`config.mk`:
```
export PLATFORM = sky130hd
export DESIGN_NAME = uart_rx_deframer
export DESIGN_NICKNAME = d
export VERILOG_FILES = /design/src/rtl/uart_rx_deframer.sv
export SDC_FILE = /design/constraint.sdc
export NUM_CORES = 1
export LEC_CHECK = 0
export BUFFER_PORTS_ARGS = -buffer_cell sky130_fd_sc_hd__buf_2
export CORE_UTILIZATION = 31
export DETAILED_ROUTE_END_ITERATION = 8
export MAX_ROUTING_LAYER = met4
export SLEW_MARGIN = 20
export SYNTH_ARGS = -nofsm -noshare
export SYNTH_HDL_FRONTEND = slang
export SYNTH_SLANG_ARGS = --single-unit
export TNS_END_PERCENT = 100
```
`constraint.sdc`:
```
create_clock -name clk -period 4.4 [get_ports clk]
set_input_delay 0.44 -clock clk [delete_from_list [all_inputs] [get_ports clk]]
set_output_delay 0.44 -clock clk [all_outputs]
set_load 0.02 [all_outputs]
```
`src/rtl/uart_rx_deframer.sv`:
```
// -----------------------------------------------------------------------------
// uart_rx_deframer
//
// Serial receive front end of the UART controller. The asynchronous srx line
// is synchronised, oversampled with a 16x baud enable tick and deframed into
// one 11-bit record per character:
//
//   record = {data[7:0], break, parity_err, framing_err}
//
// The record is accompanied by a single-cycle push strobe and feeds the
// receive FIFO directly.
//
// Ports:
//   clk           core clock
//   nreset        asynchronous active-low reset
//   enable        16x baud tick, one clk wide (may be held high)
//   srx           asynchronous serial input, idles high
//   rx_reset      synchronous abort/flush; same effect as nreset
//   data_bits     character length: 0=5, 1=6, 2=7, 3=8 bits
//   parity_en     parity bit present
//   parity_even   1=even parity, 0=odd parity
//   parity_stick  stick parity: expected parity bit is ~parity_even
//   record        {data[7:0], break, parity_err, framing_err}
//   push          record valid strobe, one clk wide
//   busy          receiver not in IDLE
//
// Build option:
//   UART_RX_MAJORITY_EN  when defined, every bit decision is the 2-of-3
//                        majority of srx_s captured at counter 14, 15 and 0
//                        (start check: 6, 7 and 8). When undefined, a single
//                        sample is used and the majority flops do not exist.
// -----------------------------------------------------------------------------
module uart_rx_deframer #(
  parameter int REC_WIDTH   = 11,
  parameter int SYNC_STAGES = 2
) (
  input  logic                 clk,
  input  logic                 nreset,
  input  logic                 enable,
  input  logic                 srx,
  input  logic                 rx_reset,
  input  logic [1:0]           data_bits,
  input  logic                 parity_en,
  input  logic                 parity_even,
  input  logic                 parity_stick,
  output logic [REC_WIDTH-1:0] record,
  output logic                 push,
  output logic                 busy
);

  typedef enum logic [2:0] {
    IDLE,
    START,
    DATA,
    PARITY,
    STOP,
    WAIT_IDLE
  } state_e;

  // Decision points within a bit. START_CHK_CNT is the counter value at which
  // the start bit is re-checked, BIT_CHK_CNT the value at which data, parity
  // and stop bits are decided. DATA_CNT_INIT is loaded on leaving START so the
  // first data decision lands exactly 16 ticks after the start check.
`ifdef UART_RX_MAJORITY_EN
  localparam logic [3:0] START_CHK_CNT = 4'd8;
  localparam logic [3:0] BIT_CHK_CNT   = 4'd0;
  localparam logic [3:0] DATA_CNT_INIT = 4'd1;
`else
  localparam logic [3:0] START_CHK_CNT = 4'd7;
  localparam logic [3:0] BIT_CHK_CNT   = 4'd15;
  localparam logic [3:0] DATA_CNT_INIT = 4'd0;
`endif

  // ---------------------------------------------------------------------------
  // Metastability synchroniser. Resets to the idle (high) line level so that
  // leaving reset never looks like a start bit.
  // ---------------------------------------------------------------------------
  logic [SYNC_STAGES-1:0] sync_q;
  logic                   srx_s;

  // NOTE: sequential blocks use non-blocking assignments only, so every flop
  // samples the pre-edge value of every other flop regardless of block order.
  always_ff @(posedge clk or negedge nreset) begin
    if (!nreset) begin
      sync_q <= '1;
    end else if (rx_reset) begin
      sync_q <= '1;
    end else begin
      sync_q <= {sync_q[SYNC_STAGES-2:0], srx};
    end
  end

  assign srx_s = sync_q[SYNC_STAGES-1];

  // ---------------------------------------------------------------------------
  // Receiver state
  // ---------------------------------------------------------------------------
  state_e               state_q;
  logic [3:0]           cnt_q;       // 16x oversampling tick counter
  logic [2:0]           bit_idx_q;   // next data bit position
  logic [7:0]           data_q;      // received data, LSB first
  logic                 par_bit_q;   // raw parity sample (break detection)
  logic                 par_err_q;   // parity mismatch for current frame
  logic [REC_WIDTH-1:0] record_q;
  logic                 push_q;
  logic                 busy_q;

  // ---------------------------------------------------------------------------
  // Bit decision value: a single sample, or a 2-of-3 vote over three
  // consecutive ticks centred on mid-bit.
  // ---------------------------------------------------------------------------
  logic bit_val;

`ifdef UART_RX_MAJORITY_EN
  logic [1:0] maj_q;

  // The low three counter bits match 6/7 at both the start check (6, 7) and
  // mid-bit (14, 15); captures at the off-window value are overwritten before
  // the next decision, so one comparison serves both windows.
  always_ff @(posedge clk or negedge nreset) begin
    if (!nreset) begin
      maj_q <= '1;
    end else if (rx_reset) begin
      maj_q <= '1;
    end else if (enable) begin
      if (cnt_q[2:0] == 3'd6) maj_q[0] <= srx_s;
      if (cnt_q[2:0] == 3'd7) maj_q[1] <= srx_s;
    end
  end

  assign bit_val = (maj_q[0] & maj_q[1]) |
                   (maj_q[0] & srx_s)    |
                   (maj_q[1] & srx_s);
`else
  assign bit_val = srx_s;
`endif

  // ---------------------------------------------------------------------------
  // Frame-level combinational helpers
  // ---------------------------------------------------------------------------
  logic [2:0] last_idx;     // index of the last data bit (N-1)
  logic       par_exp;      // expected parity bit value
  logic       par_err_flag; // parity error as reported in the record
  logic       brk;          // break condition at the stop decision

  // NOTE: every signal written in always_comb gets a value on every path
  // (defaults first), otherwise synthesis infers a latch.
  always_comb begin
    last_idx     = 3'd4 + {1'b0, data_bits};
    par_exp      = 1'b0;
    if (parity_stick) begin
      par_exp = ~parity_even;
    end else if (parity_even) begin
      par_exp = ^data_q;
    end else begin
      par_exp = ~(^data_q);
    end
    par_err_flag = par_err_q & parity_en;
    // Bits beyond the character length are held at zero, so comparing the
    // whole shift register covers every received data bit.
    brk          = ~bit_val && (data_q == 8'h00) && (!parity_en || !par_bit_q);
  end

  // ---------------------------------------------------------------------------
  // Receive FSM. State and counters advance only on enable ticks; the push
  // strobe is cleared on every clk so it stays exactly one clk wide.
  // ---------------------------------------------------------------------------
  always_ff @(posedge clk or negedge nreset) begin
    if (!nreset) begin
      state_q   <= IDLE;
      cnt_q     <= '0;
      bit_idx_q <= '0;
      data_q    <= '0;
      par_bit_q <= 1'b0;
      par_err_q <= 1'b0;
      record_q  <= '0;
      push_q    <= 1'b0;
      busy_q    <= 1'b0;
    end else if (rx_reset) begin
      // Abort: any frame in progress is dropped without a push.
      state_q   <= IDLE;
      cnt_q     <= '0;
      bit_idx_q <= '0;
      data_q    <= '0;
      par_bit_q <= 1'b0;
      par_err_q <= 1'b0;
      record_q  <= '0;
      push_q    <= 1'b0;
      busy_q    <= 1'b0;
    end else begin
      push_q <= 1'b0;
      if (enable) begin
        cnt_q <= cnt_q + 4'd1;
        case (state_q)
          IDLE: begin
            cnt_q <= '0;
            if (!srx_s) begin
              state_q <= START;
              busy_q  <= 1'b1;
            end
          end

          START: begin
            if (cnt_q == START_CHK_CNT) begin
              if (bit_val) begin
                // Line is high again at mid start bit: a glitch, not a frame.
                state_q <= IDLE;
                busy_q  <= 1'b0;
              end else begin
                state_q   <= DATA;
                cnt_q     <= DATA_CNT_INIT;
                bit_idx_q <= '0;
                data_q    <= '0;
                par_bit_q <= 1'b0;
                par_err_q <= 1'b0;
              end
            end
          end

          DATA: begin
            if (cnt_q == BIT_CHK_CNT) begin
              data_q[bit_idx_q] <= bit_val;
              bit_idx_q         <= bit_idx_q + 3'd1;
              // '>=' rather than '==' so a character length shortened
              // mid-frame still terminates the data phase.
              if (bit_idx_q >= last_idx) begin
                state_q <= parity_en ? PARITY : STOP;
              end
            end
          end

          PARITY: begin
            if (cnt_q == BIT_CHK_CNT) begin
              par_bit_q <= bit_val;
              par_err_q <= (bit_val != par_exp);
              state_q   <= STOP;
            end
          end

          STOP: begin
            if (cnt_q == BIT_CHK_CNT) begin
              push_q <= 1'b1;
              if (brk) begin
                record_q <= {8'h00, 1'b1, par_err_flag, 1'b1};
                state_q  <= WAIT_IDLE;
              end else begin
                // Leaving at mid-stop lets a back-to-back start bit be seen.
                record_q <= {data_q, 1'b0, par_err_flag, ~bit_val};
                state_q  <= IDLE;
                busy_q   <= 1'b0;
              end
            end
          end

          WAIT_IDLE: begin
            // Line held low after a break: stay silent until it returns high.
            if (srx_s) begin
              state_q <= IDLE;
              busy_q  <= 1'b0;
            end
          end

          default: begin
            state_q <= IDLE;
            busy_q  <= 1'b0;
          end
        endcase
      end
    end
  end

  assign record = record_q;
  assign push   = push_q;
  assign busy   = busy_q;

endmodule

```
Word-level counts from Yosys, hierarchy flattened
Index checks and enable logic that the tools add are counted.
{"block": "op_classes", "n_addsub": 3, "order_cmp": 3, "n_eq_ne": 18, "mux": 63, "bitwise_logic": 4, "n_reduce_logical": 20}
{"cell": "$mux 11", "count": 5}
{"cell": "$mux 3", "count": 16}
{"cell": "$mux 8", "count": 5}
{"cell": "$ne 3x3->1 const B", "count": 9}
{"cell": "$mux 1", "count": 22}
{"cell": "$pmux 3 s6", "count": 1}
{"cell": "$mux 4", "count": 4}
{"cell": "$pmux 8 s2", "count": 1}
{"cell": "$reduce_and 5->1", "count": 2}
{"cell": "$bwmux 8", "count": 1}
{"cell": "$logic_not 8->1", "count": 1}
{"cell": "$pmux 4 s2", "count": 1}
{"cell": "$reduce_and 8->1", "count": 1}
{"cell": "$reduce_xor 8->1", "count": 1}
{"cell": "$eq 3x2->1 const B", "count": 2}
{"cell": "$eq 3x3->1 const B", "count": 2}
{"cell": "$pmux 3 s2", "count": 1}
{"cell": "$reduce_and 6->1", "count": 1}
{"cell": "$reduce_bool 2->1", "count": 3}
{"cell": "$reduce_bool 3->1", "count": 2}
{"cell": "$pmux 1 s5", "count": 1}
{"cell": "$add 4x1->4 const B", "count": 1}
{"cell": "$eq 4x3->1 const B", "count": 1}
{"cell": "$eq 4x4->1 const B", "count": 1}
{"cell": "other kinds (19)", "count": 26}
{"block": "word_totals", "ff_bits": 35, "input_bits": 10, "wordCells": 121}

Logic depth before layout (Yosys ltp)
Gate-level depths: netlist (run 1).
{"block": "logic_depth", "ltp_word": 9, "mapped_depth": 8}

Worst setup path before layout (run 1)
OpenSTA, ideal clock, no wires.
{"block": "synth_timing", "kind": "flip-flop to flip-flop", "startpoint": "reg state_q[0]", "endpoint": "reg state_q[2]", "t_arrival_ps": 1739, "path_slack_ps": 2533, "stages_incl_launch_ff": 7, "n_path_buf": 1, "period_less_slack_ps": 1867, "path_cell_list": "dfrtp_1 -> buf_6 -> or3b_4 -> o221a_1 -> o32a_2 -> nand3_2 -> mux2_1"}
{"block": "synth_via", "elab_chain_cells": 4}
{"element": "start, declared", "line": "98", "text": "state_e state_q;"}
{"element": "start signal, assigned", "line": "227", "text": "state_q <= parity_en ? PARITY : STOP;"}
{"element": "$eq 3x3->1, or another cell as far along", "line": "194", "text": "case (state_q)"}
{"element": "$pmux 3 s6", "line": "194"}
{"element": "$mux 3", "line": "192", "text": "if (enable) begin"}
{"element": "$mux 3", "line": "179", "text": "end else if (rx_reset) begin"}
Several ways; a longest one is shown, not always the timed one. The select of a mux whose other input is x is not followed.
A chain may end at the register's enable or synchronous reset.

Worst setup path in the final report (run 1)
{"block": "layout_timing", "startpoint": "reg state_q[1]", "endpoint": "reg state_q[2]"}
The elaborated chain is that of the path after synthesis.

==> impl_metrics.yaml, run 1 <==
synth:
  synth_cells: 205
  synth-warning-count: 0
  synth-edff-count: 0
  yosysSeqAreaShare_pct: 44.86
  synth.ff_latch_count: 35
  async_flop_share_pct: 100.0
  postSynth.topFlopCell: "sky130_fd_sc_hd__dfrtp_1"
  synthesized_cell_area_um2: 1958
  synthesis.area_per_instance_um2: 9.552
  synth.net_count: 223
  yosysUniqueCellTypes: 50
worst_setup_path:
  worst_path_dominant_cell_family: "simple AND/OR/NAND/NOR gates"
  r2r-start: "state_q[1]"
  cp_cell_sequence: "nand2b_1 -> nor3_1 -> o31ai_1 -> nand3_2 -> mux2_1"
  path_buf_inv: 0
  critPathLaunch: "state_q[1]"
  critical_path_arrival_ns: 2.26
  setup.worst_path.start_class: "flip-flop"
  endpoint_kind: "flip-flop"
  critical_path_required_ns: 4.57
  reg2reg_slack_ns: 2.32
  timing.critical_path.fanout_max: 14
  worst-setup-path-type: "flip-flop to flip-flop"
  critPathSlowestCell: "sky130_fd_sc_hd__dfrtp_1"
  timing.critical_path.slowest_cell_delay_ns: 0.62
routing:
  drt-vias-per-instance: 5.138
  detailroute.via_count: 1526
  wirelength_met1_mm: 2.122
  wl_met2_mm: 1.760
  drt_iter0_markers: 78
  met3WireLength_um: 181
  wire_per_inst_um: 13.86
  route.final.wire_length_mm: 4.115
  dr.pass1.iters: 4
  detail_route.drc_violations: 0
  ant_nets: 0
  routed.top_layer: "met4"
pwr:
  p_leak_nw: 0.9999
  power_density_nw_per_um2: 322.2
  ir_drop_uv: 153.7
placement:
  dpl.hpwl_mm: 2.912
  placement.io_buffers: 22
  routabilityCongestion: 0.8197
  post-place-ws_ns: 2.356
clock_network:
  post_cts.repair.setup_buffers: 0
  cts-root-buf: "sky130_fd_sc_hd__clkbuf_8"
  tritoncts: "yes"
  number_of_buffers_added_by_the_clock_tree_synthesis_step: 5
  sink_count: 35
  clkLatencyLatePin_ns: 0.29
  cts.path.max_buffers: 2
  cts.reportedPaths.clkPinSlew_ns: 0.07
  cts_resized: 0
  postCtsHoldBufs: 0
  cts.htree.levels: 2
sta:
  min_period_over_period_pct: 47.33
  fin_ws_ns: 2.317
  timing_hold_violations_final: 0
  finalClockSkew_ns: 0.003909
  drv_slew: 0
  setup_viol: 0
  tns_ns: 0
  fmax_mhz: 480.2
  slew_worst_pin_ns: 0.7869
  setup_repair_after_global_routing_missed_its_margin: "false"
  period_minus_slack_ns: 2.083
  timing.slew.headroom_pct: 47.54
global_routing:
  globalRoute.totalOverflow: 0
  antenna_found_initial: 0
  number_of_global_route_vias_before_repair: 1395
  grt_usage_pct: 14.24
  maximum_number_of_pins_on_one_net_before_global_route_repair: 36
  first_pass_grt_wire_length_mm: 6.865
die:
  die_area_um2: 6638
  core_area_um2: 5991
  die_width_um: 81.48
  fp_rows: 28
  die_h_um: 81.48
  initial_core_util_pct: 32.69
  io-pin-count: 23
cells_and_area:
  drive_above_1_share_pct: 19.37
  syn_to_final_growth_pct: 11.31
  finish.net_count: 239
  nFillCells: 603
  antenna-diode-count: 0
flow_run:
  max_cap_violations: 0
outcome:
  status: "complete, no violations"
min_path:
  classification_of_the_worst_slack_hold_path: "input pin to async pin"
-- registers in the layout, summed over array words and instances (netlist names) --
| register | count |
|---|---|
| record | 11 |
| data_q | 8 |
| cnt_q | 4 |
| bit_idx_q | 3 |
| state_q | 3 |
| sync_q | 2 |
| busy | 1 |
| par_bit_q | 1 |
| par_err_q | 1 |
| push | 1 |
-- stage by stage --
step,instance area [um2],total power [W],std cells,hold slack (ns),utilization [%]
2_1_floorplan,1958,0.0004523,205,0.1444,-
3_3_place_gp,2096,0.0004795,289,0.4641,34.98
4_1_cts,2180,0.0007096,297,0.2597,36.38
6_report,2180,0.0007022,297,0.2271,36.38
5_1_grt,2180,0.0007387,297,0.2860,36.38
3_5_place_dp,2096,0.0004787,289,0.4762,34.98
-- area by class of cell --
cell class | instances | area [um2] | share of cell area (%)
inverter | 19 | 71.32 | 3.272
clock buffer | 5 | 68.82 | 3.157
sequential | 35 | 878.3 | 40.30
timing repair buffer | 22 | 110.1 | 5.052
tap | 75 | 93.84 | 4.305
multi-input combinational | 138 | 942.2 | 43.23
clock inverter | 3 | 15.01 | 0.6889
-- layer usage --
layer | up-vias | GRT usage, %
met5 | - | -
met4 | 0 | 5.357
met3 | 4 | 4.000
met2 | 40 | 19.58
met1 | 713 | 19.59
li1 | 769 | -
-- cells in the mapped netlist (4+ instances only) --
cell type / n / area (um2)
sky130_fd_sc_hd__a21oi_1: 7 / 35.03
sky130_fd_sc_hd__a22o_1: 9 / 78.83
sky130_fd_sc_hd__a31oi_1: 4 / 25.02
sky130_fd_sc_hd__clkbuf_1: 8 / 30.03
sky130_fd_sc_hd__dfrtp_1: 33 / 825.8
sky130_fd_sc_hd__ha_1: 8 / 100.1
sky130_fd_sc_hd__inv_1: 18 / 67.56
sky130_fd_sc_hd__nand2_1: 18 / 67.56
sky130_fd_sc_hd__nand3_1: 8 / 40.04
sky130_fd_sc_hd__nor2_1: 13 / 48.80
sky130_fd_sc_hd__o21ai_0: 11 / 55.05
sky130_fd_sc_hd__o21ai_1: 8 / 40.04
sky130_fd_sc_hd__or3_1: 4 / 25.02
sky130_fd_sc_hd__xnor2_1: 5 / 43.79
-- worst paths after layout --
path	endpoint	cells after the start
worst max-delay path	state_q[2]	5
worst min-delay path	record[2]	1
worst max register to register	state_q[2]	5
worst min register to register	record[0]	2
max in group asynchronous	data_q[6]	1
min in group clk	sync_q[0]	2
-- power by group --
group	total [W]	internal, W	switching, W	leakage, nW
combinational	0.000113	0.0000444	0.0000685	0.473
clock	0.000229	0.000108	0.000121	0.0477
sequential	0.000360	0.000336	0.0000240	0.479
total	0.000702	0.000489	0.000214	1.00
-- cell usage in the layout, fill, tap and decap left out, types with 2 or more instances in the layout --
master / Yosys / routed
sky130_fd_sc_hd__dfrtp_1: 33 / 33
sky130_fd_sc_hd__buf_2: 2 / 22
sky130_fd_sc_hd__inv_1: 18 / 18
sky130_fd_sc_hd__nand2_1: 18 / 18
sky130_fd_sc_hd__nor2_1: 13 / 13
sky130_fd_sc_hd__o21ai_0: 11 / 11
sky130_fd_sc_hd__a22o_1: 9 / 9
sky130_fd_sc_hd__nand3_1: 8 / 8
sky130_fd_sc_hd__o21ai_1: 8 / 8
sky130_fd_sc_hd__ha_1: 8 / 8
sky130_fd_sc_hd__a21oi_1: 7 / 7
sky130_fd_sc_hd__xnor2_1: 5 / 5
sky130_fd_sc_hd__clkbuf_8: 0 / 5
sky130_fd_sc_hd__or3_1: 4 / 4
sky130_fd_sc_hd__a31oi_1: 4 / 4
sky130_fd_sc_hd__or2_2: 3 / 3
sky130_fd_sc_hd__o21a_1: 3 / 3
sky130_fd_sc_hd__nand2b_1: 3 / 3
sky130_fd_sc_hd__mux2i_1: 3 / 3
sky130_fd_sc_hd__clkinv_2: 0 / 3
sky130_fd_sc_hd__o32ai_1: 2 / 2
sky130_fd_sc_hd__a21o_1: 2 / 2
sky130_fd_sc_hd__o31ai_1: 2 / 2
sky130_fd_sc_hd__o41ai_1: 2 / 2
sky130_fd_sc_hd__dfstp_2: 2 / 2
-- worst reg2reg max path, stage by stage, from the launching register on --
cell and delay, ns:
sky130_fd_sc_hd__dfrtp_1 0.62, sky130_fd_sc_hd__nand2b_1 0.16, sky130_fd_sc_hd__nor3_1 0.51, sky130_fd_sc_hd__o31ai_1 0.20
sky130_fd_sc_hd__nand3_2 0.15, sky130_fd_sc_hd__mux2_1 0.32
-- cell families (layout without fill, tap and decap cells) --
group | Yosys count | after routing | synth area share, %
DFF | 35 | 35 | 44.86
AOI/OAI and AO/OA | 63 | 63 | 22.62
muxes | 5 | 5 | 2.684
adders and majority gates | 8 | 8 | 5.112
and+or+nand+nor | 57 | 57 | 15.46
buffers and inverters | 32 | 49 | 7.028
xor gates and xnor gates | 5 | 5 | 2.236
Power figures use the tool's default switching activity.
==> run 2, diff against run 1 <==
--- a/config.mk
+++ b/config.mk
@@ -5,6 +5,7 @@
 export SDC_FILE = /design/constraint.sdc
 export NUM_CORES = 1
 export LEC_CHECK = 0
+export ABC_AREA = 1
 export BUFFER_PORTS_ARGS = -buffer_cell sky130_fd_sc_hd__buf_2
 export CORE_UTILIZATION = 31
 export DETAILED_ROUTE_END_ITERATION = 8
==> constraint.sdc (replaced) <==
create_clock -name clk -period 2 [get_ports clk]
set_input_delay 0.2 -clock clk [delete_from_list [all_inputs] [get_ports clk]]
set_output_delay 0.2 -clock clk [all_outputs]
set_load 0.02 [all_outputs]
==> run 2 against run 1 <==
  * The flow now finishes with violations (hold timing)
  * Clock-buffer cell count unchanged
  * Maximum frequency grew 17%
  * Clock skew increased by 0.0031 ns
  * Final area increased by 13%
  * Critical endpoint is now state_q[0]
  * Highest routed layer unchanged
==> impl_metrics.yaml, run 2 <==
outcome:
  status: "finished, violations left"
  violations: "hold timing"
synth:
  synth-warning-count: 0
  ys_top_cells_by_area: "sky130_fd_sc_hd__dfrtp_1, sky130_fd_sc_hd__nand2_1, sky130_fd_sc_hd__nand3_1, sky130_fd_sc_hd__inv_1, sky130_fd_sc_hd__nor2_1"
  fraction_of_the_mapped_netlist_area_in_adder_cells_pct: 4.577
  synth_simple_gate_area_share_pct: 35.41
  yosysUniqueCellTypes: 35
  postSynth.topFlopCell: "sky130_fd_sc_hd__dfrtp_1"
  synthDominantCellAreaShare_pct: 37.76
  synthesized_cell_area_um2: 2187
  synth_compound_area_share_pct: 9.268
  synth_top_family_by_area: "simple AND/OR/NAND/NOR gates"
  async_flop_share_pct: 100.0
  synth.net_count: 312
  synth_cells: 294
  synth-edff-count: 0
  muxShareOfSynthArea_pct: 0
  fraction_of_synthesized_cell_area_in_xor_and_xnor_cells_pct: 2.002
  post-synth-top-count-cell: "sky130_fd_sc_hd__nand2_1"
  synth.ff_latch_count: 35
  synth.largest_area_cell: "sky130_fd_sc_hd__dfrtp_1"
  synthesis.area_per_instance_um2: 7.439
  yosysSeqAreaShare_pct: 40.16
  yosys-top-cells-count: "sky130_fd_sc_hd__nand2_1, sky130_fd_sc_hd__nand3_1, sky130_fd_sc_hd__dfrtp_1"
routing:
  detailroute.via_count: 1887
  dr.pass1.iters: 4
  route.final.wire_length_mm: 4.500
  drt_iter0_markers: 133
  drt-vias-per-instance: 4.558
  ant_nets: 0
  detail_route.drc_violations: 0
  wire_per_inst_um: 10.87
die:
  initial_core_util_pct: 32.19
  fp_rows: 30
  die_area_um2: 7395
  die_h_um: 86.00
  io-pin-count: 23
  core_area_um2: 6794
  die_width_um: 86.00
global_routing:
  grt_usage_pct: 14.64
  first_pass_grt_wire_length_mm: 8.135
  globalRoute.totalOverflow: 0
  antenna_found_initial: 0
  number_of_global_route_vias_before_repair: 1758
  maximum_number_of_pins_on_one_net_before_global_route_repair: 36
clock_network:
  sink_count: 35
  cts.htree.levels: 2
  cts_resized: 0
  post_cts.repair.setup_buffers: 0
  cts.path.max_buffers: 2
  cts.reportedPaths.clkPinSlew_ns: 0.08
  clkLatencyLatePin_ns: 0.30
  number_of_buffers_added_by_the_clock_tree_synthesis_step: 5
  postCtsHoldBufs: 0
  cts-root-buf: "sky130_fd_sc_hd__clkbuf_8"
  tritoncts: "yes"
worst_setup_path:
  worst_path_dominant_cell_family: "simple AND/OR/NAND/NOR gates"
  cp_common_cell: "sky130_fd_sc_hd__nand2_1"
  critical_path_arrival_ns: 1.97
  cp_cell_sequence: "clkinv_1 -> ha_1 -> nand3_1 -> nand3_1 -> o21ai_0 -> nor2_1 -> nand2_1 -> nand2_1 -> nand2_1"
  timing.critical_path.fanout_max: 10
  path_buf_inv: 1
  endpoint_kind: "flip-flop"
  timing.critical_path.slowest_cell_delay_ns: 0.51
  worst-setup-path-type: "flip-flop to flip-flop"
  reg2reg_slack_ns: 0.22
  critical_path_required_ns: 2.19
  setup.worst_path.start_class: "flip-flop"
  critPathSlowestCell: "sky130_fd_sc_hd__dfrtp_1"
pwr:
  p_leak_nw: 1.261
  post_layout_power_w: 0.001735
  power_density_nw_per_um2: 703.0
  ir_drop_uv: 224.8
cells_and_area:
  nFillCells: 723
  drive_above_1_share_pct: 19.50
  antenna-diode-count: 0
  layout.area.seq_um2: 878.3
  syn_to_final_growth_pct: 12.87
  largest_reg_flops: 11
  multiInputGateArea_um2: 1121
  layout_commonest_cell: "sky130_fd_sc_hd__nand2_1"
  final_cell_mix: "sky130_fd_sc_hd__nand2_1, sky130_fd_sc_hd__nand3_1, sky130_fd_sc_hd__dfrtp_1"
  finish.net_count: 335
min_path:
  classification_of_the_worst_slack_hold_path: "input pin to async pin"
flow_run:
  max_cap_violations: 0
sta:
  timing.slew.headroom_pct: 47.80
  drv_slew: 0
  setup_viol: 0
  tns_ns: 0
  fmax_mhz: 560.5
  period_minus_slack_ns: 1.784
  worst_hold_slack_ns: -0.01868
  timing_hold_violations_final: 33
  finalClockSkew_ns: 0.007035
  min_period_over_period_pct: 89.20
  setup_repair_after_global_routing_missed_its_margin: "false"
  slew_worst_pin_ns: 0.7830
placement:
  dpl.hpwl_mm: 3.379
  routabilityCongestion: 0.8545
  placement.io_buffers: 22
==> run 2: worst reg2reg max path: stages, from the launching register on <==
cell                       delay [ns]
sky130_fd_sc_hd__dfrtp_1         0.51
sky130_fd_sc_hd__clkinv_1        0.15
sky130_fd_sc_hd__ha_1            0.29
sky130_fd_sc_hd__nand3_1         0.06
sky130_fd_sc_hd__nand3_1         0.11
sky130_fd_sc_hd__o21ai_0         0.08
sky130_fd_sc_hd__nor2_1          0.22
sky130_fd_sc_hd__nand2_1         0.13
sky130_fd_sc_hd__nand2_1         0.08
sky130_fd_sc_hd__nand2_1         0.05
==> run 2: through the flow <==
step / util [%] / area [um2] / worst slack [ns] / std cells / hold slack (ns)
after floorplan: - / 2187 / 0.3591 / 294 / -0.09559
after global placement: 35.03 / 2380 / 0.2036 / 406 / 0.3381
after detailed placement: 35.03 / 2380 / 0.2303 / 406 / 0.3396
after CTS: 36.34 / 2469 / 0.2100 / 414 / 0.01834
after global routing: 36.34 / 2469 / 0.04266 / 414 / 0.05817
final: 36.34 / 2469 / 0.2160 / 414 / -0.01868
==> run 2: cell type report <==
| type | instances | share of cell area (%) |
|---|---|---|
| timing repair buffer | 24 | 5.068 |
| clock inverter | 3 | 0.8109 |
| inverter | 36 | 5.474 |
| sequential | 35 | 35.58 |
| tap | 96 | 4.866 |
| multi-input combinational | 215 | 45.41 |
| clock buffer | 5 | 2.788 |
==> run 2: per-layer routing <==
metal	track usage [%]	wire, um
met5	-	0
met4	5.455	80
met3	3.465	158
met2	22.37	1950
met1	18.78	2310
==> run 2: logic make-up after synthesis <==
kind of cell / count (synthesis)
buf+inv: 44
xor+xnor: 5
simple gates: 170
flops: 35
compound gates: 32
fa+ha+maj: 8
==> run 2: worst paths after layout <==
path | start | endpoint | depth (start not counted)
worst max-delay path | bit_idx_q[0] | state_q[0] | 9
worst min-delay path | nreset | data_q[3] | 1
worst max register to register | bit_idx_q[0] | state_q[0] | 9
worst min register to register | busy | busy | 2
min in group clk | srx | sync_q[0] | 2
max in group asynchronous | nreset | par_bit_q | 1
==> run 2: report_power, final <==
group	switching (W)	internal, W	total, W
clock network	0.000277	0.000242	0.000519
registers	0.0000344	0.000738	0.000773
logic	0.000312	0.000131	0.000444
total	0.000624	0.00111	0.00174
==> run 3, diff against run 2 <==
--- a/config.mk
+++ b/config.mk
@@ -7,9 +7,9 @@
 export LEC_CHECK = 0
 export ABC_AREA = 1
 export BUFFER_PORTS_ARGS = -buffer_cell sky130_fd_sc_hd__buf_2
+export CORE_ASPECT_RATIO = 1.4
 export CORE_UTILIZATION = 31
 export DETAILED_ROUTE_END_ITERATION = 8
-export MAX_ROUTING_LAYER = met4
 export SLEW_MARGIN = 20
 export SYNTH_ARGS = -nofsm -noshare
 export SYNTH_HDL_FRONTEND = slang
==> run 3 against run 2 <==
  * The run still ends with hold timing left
  * Flip-flop and latch count is the same
  * Die area about the same
  * Critical endpoint is now bit_idx_q[1]
  * Clock power up 24%
  * Critical path type unchanged
  * Worst hold slack better by 0.0094 ns
==> impl_metrics.yaml, run 3 (synthesized netlist as in run 2, its figures left out) <==
global_routing:
  maximum_number_of_pins_on_one_net_before_global_route_repair: 36
  number_of_global_route_vias_before_repair: 1831
  grt.busiest_layer: "met2"
  gr-usage-met3_pct: 1.891
  antenna_found_initial: 0
  grt_usage_pct: 14.04
  grtUsageMet1_pct: 16.74
  globalRoute.totalOverflow: 0
  met2_track_utilization_from_global_routing_pct: 25.14
  first_pass_grt_wire_length_mm: 8.142
worst_setup_path:
  critical_path_required_ns: 2.18
  reg2reg_slack_ns: 0.28
  reg2reg_to: "bit_idx_q[1]"
  r2r-start: "cnt_q[0]"
  critPathSlowestCell: "sky130_fd_sc_hd__dfrtp_1"
  cp_cell_sequence: "ha_1 -> nand3_1 -> nand2_1 -> inv_2 -> nand2_2 -> nand2_1 -> nor2_4 -> inv_1 -> nand2_1 -> nand2_1"
  worst-setup-path-type: "flip-flop to flip-flop"
  endpoint_kind: "flip-flop"
  timing.critical_path.slowest_cell_delay_ns: 0.38
  cp_common_cell: "sky130_fd_sc_hd__nand2_1"
  reg2regPathDepth: 10
  timing.critical_path.fanout_max: 21
  critical_path_arrival_ns: 1.91
  setup.worst_path.start_class: "flip-flop"
clock_network:
  sink_count: 35
  clkLatencyLatePin_ns: 0.29
  cts.reportedPaths.clkPinSlew_ns: 0.07
  cts.htree.levels: 2
  number_of_buffers_added_by_the_clock_tree_synthesis_step: 5
  postCtsHoldBufs: 0
  cts.path.max_buffers: 2
  cts-root-buf: "sky130_fd_sc_hd__clkbuf_8"
  tritoncts: "yes"
sta:
  fmax_mhz: 579.7
  timing_hold_violations_final: 5
  setup_repair_after_global_routing_missed_its_margin: "false"
  period_minus_slack_ns: 1.725
  worst_hold_slack_ns: -0.009268
  min_period_over_period_pct: 86.25
  tns_ns: 0
  setup_viol: 0
  slew_worst_pin_ns: 0.8073
  finalClockSkew_ns: 0.007577
  timing.slew.headroom_pct: 46.18
  drv_slew: 0
routing:
  dr.pass1.iters: 4
  drt-vias-per-instance: 4.628
  drt_iter0_markers: 94
  wire_per_inst_um: 11.28
  route.final.wire_length_mm: 4.635
  ant_nets: 0
  detail_route.drc_violations: 0
  detailroute.via_count: 1902
flow_run:
  max_cap_violations: 0
die:
  die_h_um: 101.4
  initial_core_util_pct: 32.64
  die_area_um2: 7400
  die_width_um: 72.99
  core_area_um2: 6700
  fp_rows: 35
  io-pin-count: 23
cells_and_area:
  finish.utilization_pct: 37.25
  drive_above_1_share_pct: 20.06
  final_cell_mix: "sky130_fd_sc_hd__nand2_1, sky130_fd_sc_hd__nand3_1, sky130_fd_sc_hd__dfrtp_1"
  layout.area.seq_um2: 879.6
  finish.net_count: 336
  antenna-diode-count: 0
  layout_commonest_cell: "sky130_fd_sc_hd__nand2_1"
  syn_to_final_growth_pct: 14.13
  largest_reg_flops: 11
  multiInputGateArea_um2: 1121
  nFillCells: 703
placement:
  placement.io_buffers: 22
  routabilityCongestion: 0.8317
  dpl.hpwl_mm: 3.466
pwr:
  ir_drop_uv: 300.3
  p_leak_nw: 1.282
  power_density_nw_per_um2: 745.6
outcome:
  violations: "hold timing"
  status: "finished, violations left"
min_path:
  classification_of_the_worst_slack_hold_path: "input pin to async pin"
-- run 3: how the worst max path moves through the flow --
stage / slack (ns) / end / cells past startpoint / from
3_3_place_gp: 0.23 / state_q[0] / 9 / bit_idx_q[0]
2_1_floorplan: 0.36 / state_q[2] / 10 / bit_idx_q[0]
3_5_place_dp: 0.21 / state_q[0] / 9 / bit_idx_q[0]
4_1_cts: 0.20 / state_q[0] / 9 / bit_idx_q[0]
5_1_grt: 0.07 / bit_idx_q[0] / 10 / cnt_q[0]
6_report: 0.28 / bit_idx_q[1] / 10 / cnt_q[0]
-- run 3: final cells by class --
class | instances | share of cell area, %
well taps | 92 | 4.612
repair buffers | 25 | 5.313
flip-flops and latches | 35 | 35.24
inverters | 36 | 5.414
multi-input cells | 215 | 44.91
clock buffers | 5 | 2.757
clock inverters | 3 | 1.754
-- run 3: metal layers --
metal / wire length (um) / share of wire, %
met3: 130 / 2.8
met5: 0 / 0
met2: 2313 / 50
met1: 2132 / 46
met4: 59 / 1.3
-- run 3: metrics by stage --
stage	hold slack (ns)	total power [W]	setup WS, ns	cells	cell area [um2]
after detailed placement	0.3449	0.001229	0.2133	403	2382
after floorplan	-0.09559	0.001156	0.3591	294	2187
after CTS	0.02334	0.001880	0.2015	411	2495
final	-0.009268	0.001861	0.2750	411	2496
after global routing	0.06172	0.001971	0.07187	411	2496
after global placement	0.3376	0.001225	0.2305	403	2382
-- run 3: timing repair --
action                                  in CTS  in global routing
buffers inserted                             0                  0
endpoints found under the setup margin       0                  3
gates resized for setup                      0                  1
-- run 3: worst max-delay path: cells and delay by family (launching register included) --
family	cells	cell delay, ns
fa+ha+maj	1	0.21
buf+inv	2	0.15
flops	1	0.38
simple gates	7	0.87
-- run 3: power by group --
| group | leakage (nW) | internal [W] | switching, W |
|---|---|---|---|
| Combinational | 0.747 | 0.000133 | 0.000313 |
| Sequential | 0.478 | 0.000739 | 0.0000332 |
| Clock | 0.0581 | 0.000371 | 0.000272 |
